### src/rtl/jk_to_sr_ff_bank.sv
// Bank of SR flip-flops built on a JK core per bit, with a configurable
// S=R=1 policy, sticky per-bit illegal flags and a saturating event counter.
module jk_to_sr_ff_bank #(
    parameter int WIDTH        = 4,
    parameter int CNT_W        = 4,
    parameter int ILLEGAL_MODE = 0
) (
    input  logic             clk,
    input  logic             reset,
    input  logic             en,
    input  logic [WIDTH-1:0] s,
    input  logic [WIDTH-1:0] r,
    input  logic             err_clr,
    output logic [WIDTH-1:0] q,
    output logic [WIDTH-1:0] qb,
    output logic [WIDTH-1:0] illegal,
    output logic             illegal_now,
    output logic [CNT_W-1:0] illegal_cnt
);

    // Sum is wide enough to hold a full counter plus a full popcount, so it never wraps.
    localparam int SUM_W = CNT_W + $clog2(WIDTH + 1);

    // JK inputs used when S=R=1: hold (0,0), set (1,0), reset (0,1), toggle (1,1).
    localparam logic ILL_J = (ILLEGAL_MODE == 1) || (ILLEGAL_MODE == 3);
    localparam logic ILL_K = (ILLEGAL_MODE == 2) || (ILLEGAL_MODE == 3);

    localparam logic [SUM_W-1:0] CNT_MAX = {{(SUM_W - CNT_W){1'b0}}, {CNT_W{1'b1}}};

    logic [WIDTH-1:0] j;
    logic [WIDTH-1:0] k;
    logic [WIDTH-1:0] q_next;
    logic [WIDTH-1:0] ill_vec;
    logic [SUM_W-1:0] pop;
    logic [SUM_W-1:0] base;
    logic [SUM_W-1:0] sum;
    logic [CNT_W-1:0] cnt_next;

    // SR-to-JK mapping, JK next state, and saturating illegal-event count.
    always_comb begin
        ill_vec = s & r & {WIDTH{en}};
        j       = (s & ~r) | (s & r & {WIDTH{ILL_J}});
        k       = (r & ~s) | (s & r & {WIDTH{ILL_K}});
        q_next  = (j & ~q) | (~k & q);

        pop = '0;
        for (int i = 0; i < WIDTH; i++) begin
            pop = pop + SUM_W'(ill_vec[i]);
        end
        base = err_clr ? '0 : SUM_W'(illegal_cnt);
        sum  = base + pop;
        cnt_next = (sum > CNT_MAX) ? {CNT_W{1'b1}} : sum[CNT_W-1:0];
    end

    // State registers; err_clr acts even while en=0 because ill_vec is then zero.
    always_ff @(posedge clk) begin
        if (reset) begin
            q           <= '0;
            qb          <= '1;
            illegal     <= '0;
            illegal_now <= 1'b0;
            illegal_cnt <= '0;
        end else begin
            illegal_now <= |ill_vec;
            illegal     <= (err_clr ? '0 : illegal) | ill_vec;
            illegal_cnt <= cnt_next;
            if (en) begin
                q  <= q_next;
                qb <= ~q_next;
            end
        end
    end

endmodule

### config.mk
export PLATFORM = sky130hd
export DESIGN_NAME = jk_to_sr_ff_bank
export DESIGN_NICKNAME = d
export VERILOG_FILES = /design/src/rtl/jk_to_sr_ff_bank.sv
export SDC_FILE = /design/constraint.sdc
export NUM_CORES = 1
export LEC_CHECK = 0
export CELL_PAD_IN_SITES_DETAIL_PLACEMENT = 1
export CELL_PAD_IN_SITES_GLOBAL_PLACEMENT = 1
export CORE_MARGIN = 1
export CORE_UTILIZATION = 31
export CTS_CLUSTER_DIAMETER = 80
export DETAILED_ROUTE_END_ITERATION = 16
export PLACE_DENSITY_LB_ADDON = 0.25
export REMOVE_ABC_BUFFERS = 1
export SLEW_MARGIN = 5
export SYNTH_ARGS = -nofsm -noshare
export SYNTH_HDL_FRONTEND = slang
export SYNTH_SLANG_ARGS = --single-unit
### constraint.sdc
create_clock -name clk -period 3.23 [get_ports clk]
set_clock_uncertainty 0.05 [all_clocks]
set_input_delay 0.646 -clock clk [delete_from_list [all_inputs] [get_ports clk]]
set_output_delay 0.646 -clock clk [all_outputs]
set_load 0.02 [all_outputs]
==> reports/qor.yml <==
fp-row-count: 18
synth.distinct_cells: 27
globalRouteMet3Util_pct: 4.60
vias_per_cell: 4.86
wl_per_cell_um: 13.0
die_w_um: 53.4
arrival_ps: 3280
ys_seq_area_share_pct: 41.5
drive_gt1_share_pct: 16.3
cp_max_fo: 4
totalWireLength_um: 2070
worst-setup-path-type: "in2reg"
first_pass_iters: 4
htree_levels: 1
power_leakage_nw: 0.464
finalSetupViolCount: 0
crit_family: "adder cells"
finish.instance_area_um2: 1220
p_int_mw: 0.324
rsz0062_at_grt: "false"
grt_use_met1_pct: 20.1
synthToLayoutAreaGrowth_pct: 49.3
antenna_found_initial: 0
numPortBuffers: 28
gp_congestion: 0.685
clk_latency_ps: 290
first_global_vias: 779
vias: 773
dp_hpwl_um: 1640
cpMostUsedCell: "fa_1"
final_common_cell: "clkdlybuf4s50_1"
irDropWorstVdd_mv: 0.192
sequentialPowerShare_pct: 50.5
cp-end-kind: "flop"
netlist_area_um2: 820
yosysWarnings: 0
drt_iter0_drc: 7
synth_top_area_share_pct: 41.5
fp.coreArea_um2: 2480
final_nets: 147
reg2reg_slack_ps: 1270
use_met2_pct: 28.1
clkTransAtPathRegs_ps: 110
p_switching_mw: 0.131
grt_pass1_wl_um: 3330
grt_max_degree: 18
grt-ovfl-total: 0
worst_setup_path_start_kind: "primary input"
synth_cells: 91
worst_slew_pin_slew_ps: 710
final_antenna_net_count: 0
ios: 29
relSlewSlack_pct: 52.5
final_max_slew_viol_count: 0
status: "complete, no violations"
place_area_um2: 1190
min_period_over_period_pct: 96.2
cts_hold_buf: 0
finalHoldViolCount: 0
die-area_um2: 2850
start_util_pct: 33.1
layout_common_cells: "clkdlybuf4s50_1, dfxtp_1, a21oi_1, o21ai_0, buf_4"
cts_tree: "built"
netlist_top_cells_area: "dfxtp_1, a21oi_1, fa_1, o21ai_0, nand2b_1"
clockPowerShare_pct: 25.6
crit_required_ps: 3400
postSynthAreaPerCell_um2: 9.01
maxCapViolCount: 0
crit_buf_inv: 1
ys_ff_latch: 17
die-height_um: 53.4
hold_class: "reg2reg"
ctsRootBufferMaster: "clkbuf_4"
clock-sinks: 17
cts_max_path_buffers: 2
clock.fmax_mhz: 322
swShare_pct: 28.8
cts_buffers: 3
crit_chain: "clkdlybuf4s50_1 > nand3_1 > fa_1 > fa_1 > fa_1 > or3_4 > a21oi_2"
p_total_mw: 0.456
pwr-share-comb_pct: 23.9
diodes: 0
grt-busiest-layer: "met2"
synth_top_cell_by_area: "dfxtp_1"
cpMaxStageDelayCell: "clkdlybuf4s50_1"
track_usage_pct: 16.7
power_density_nw_per_um2: 372
slowest_delay_ps: 550
route.detailed.drc: 0
post-route-min-period_ps: 3110
-- power groups by stage --
| stage | sequential [mW] | clock (mW) | combinational [mW] |
|---|---|---|---|
| after global routing | 0.232 | 0.135 | 0.119 |
| after CTS | 0.230 | 0.124 | 0.110 |
| after global placement | 0.234 | 0 | 0.106 |
| after floorplan | 0.249 | 0 | 0.0316 |
| after detailed placement | 0.235 | 0 | 0.110 |
| final | 0.230 | 0.117 | 0.109 |
-- registers in the layout (all words and copies together) (netlist names) --
register and count:
q 4, illegal 4, illegal_cnt 4, illegal_now 1
qb 4
-- per-layer routing --
layer / vias up / routed length [um]
met5: - / 0
met4: 0 / 15
met3: 2 / 76
met2: 20 / 1000
met1: 363 / 976
li1: 388 / -
-- worst min-delay path, cell delays in order (launching register included) --
cell and delay, ps:
dfxtp_1 330, nand2b_1 60, a21oi_1 60
-- layout make-up --
| type | count | area (um2) |
|---|---|---|
| flip-flops and latches | 17 | 340 |
| clock inverters | 1 | 5.00 |
| inverters | 5 | 18.8 |
| repair buffers | 37 | 348 |
| fillers | 299 | 1250 |
| multi-input cells | 66 | 452 |
| well taps | 30 | 37.5 |
| clock buffers | 3 | 22.5 |
-- cells in the mapped netlist --
cell	count
a2111oi_2	1
a211oi_1	1
a21o_1	1
a21oi_1	13
a21oi_2	2
a31oi_1	1
buf_2	2
clkbuf_1	1
dfxtp_1	17
fa_1	3
ha_1	2
inv_1	4
inv_2	1
maj3_1	1
nand2_1	8
nand2b_1	6
nand2b_4	1
nand3_1	4
nor2_1	3
nor2b_1	2
nor2b_4	1
nor3_1	1
o2111a_1	1
o21ai_0	9
o21ai_1	3
or2_0	1
or3_4	1
-- stage by stage --
step | hold slack (ps) | cells | utilization [%] | setup slack (ps) | TNS [ps]
3_3_place_gp | 403 | 155 | 48.1 | -118 | -379
4_1_cts | 434 | 159 | 49.2 | 87.3 | 0
2_1_floorplan | 491 | 88 | - | 412 | 0
5_1_grt | 464 | 159 | 49.4 | 21.3 | 0
6_report | 432 | 159 | 49.4 | 124 | 0
3_5_place_dp | 413 | 155 | 48.1 | -195 | -731
-- timing repair --
item,CTS,global route
buffers inserted,0,0
gates resized for setup,0,1
endpoints found under the setup margin,0,1
-- cells by family (layout without fill, tap and decap cells) --
kind of cell | count (synthesis) | in the layout | synth area share (%)
AOI/OAI and AO/OA | 32 | 32 | 23.2
adders and majority gates | 6 | 6 | 11.6
buffers and inverters | 8 | 46 | 3.97
DFF | 17 | 17 | 41.5
and+or+nand+nor | 28 | 28 | 19.7
-- worst paths after layout --
check / start / endpoint / cells after the start
setup / recovery: en / illegal_cnt[1]$_SDFF_PP0_ / 7
hold / removal: illegal[2]$_SDFF_PP0_ / illegal[2]$_SDFF_PP0_ / 2
setup reg to reg: illegal_cnt[0]$_SDFF_PP0_ / illegal_cnt[1]$_SDFF_PP0_ / 5
hold reg to reg: illegal[2]$_SDFF_PP0_ / illegal[2]$_SDFF_PP0_ / 2
(Power assumes the default switching activity.)
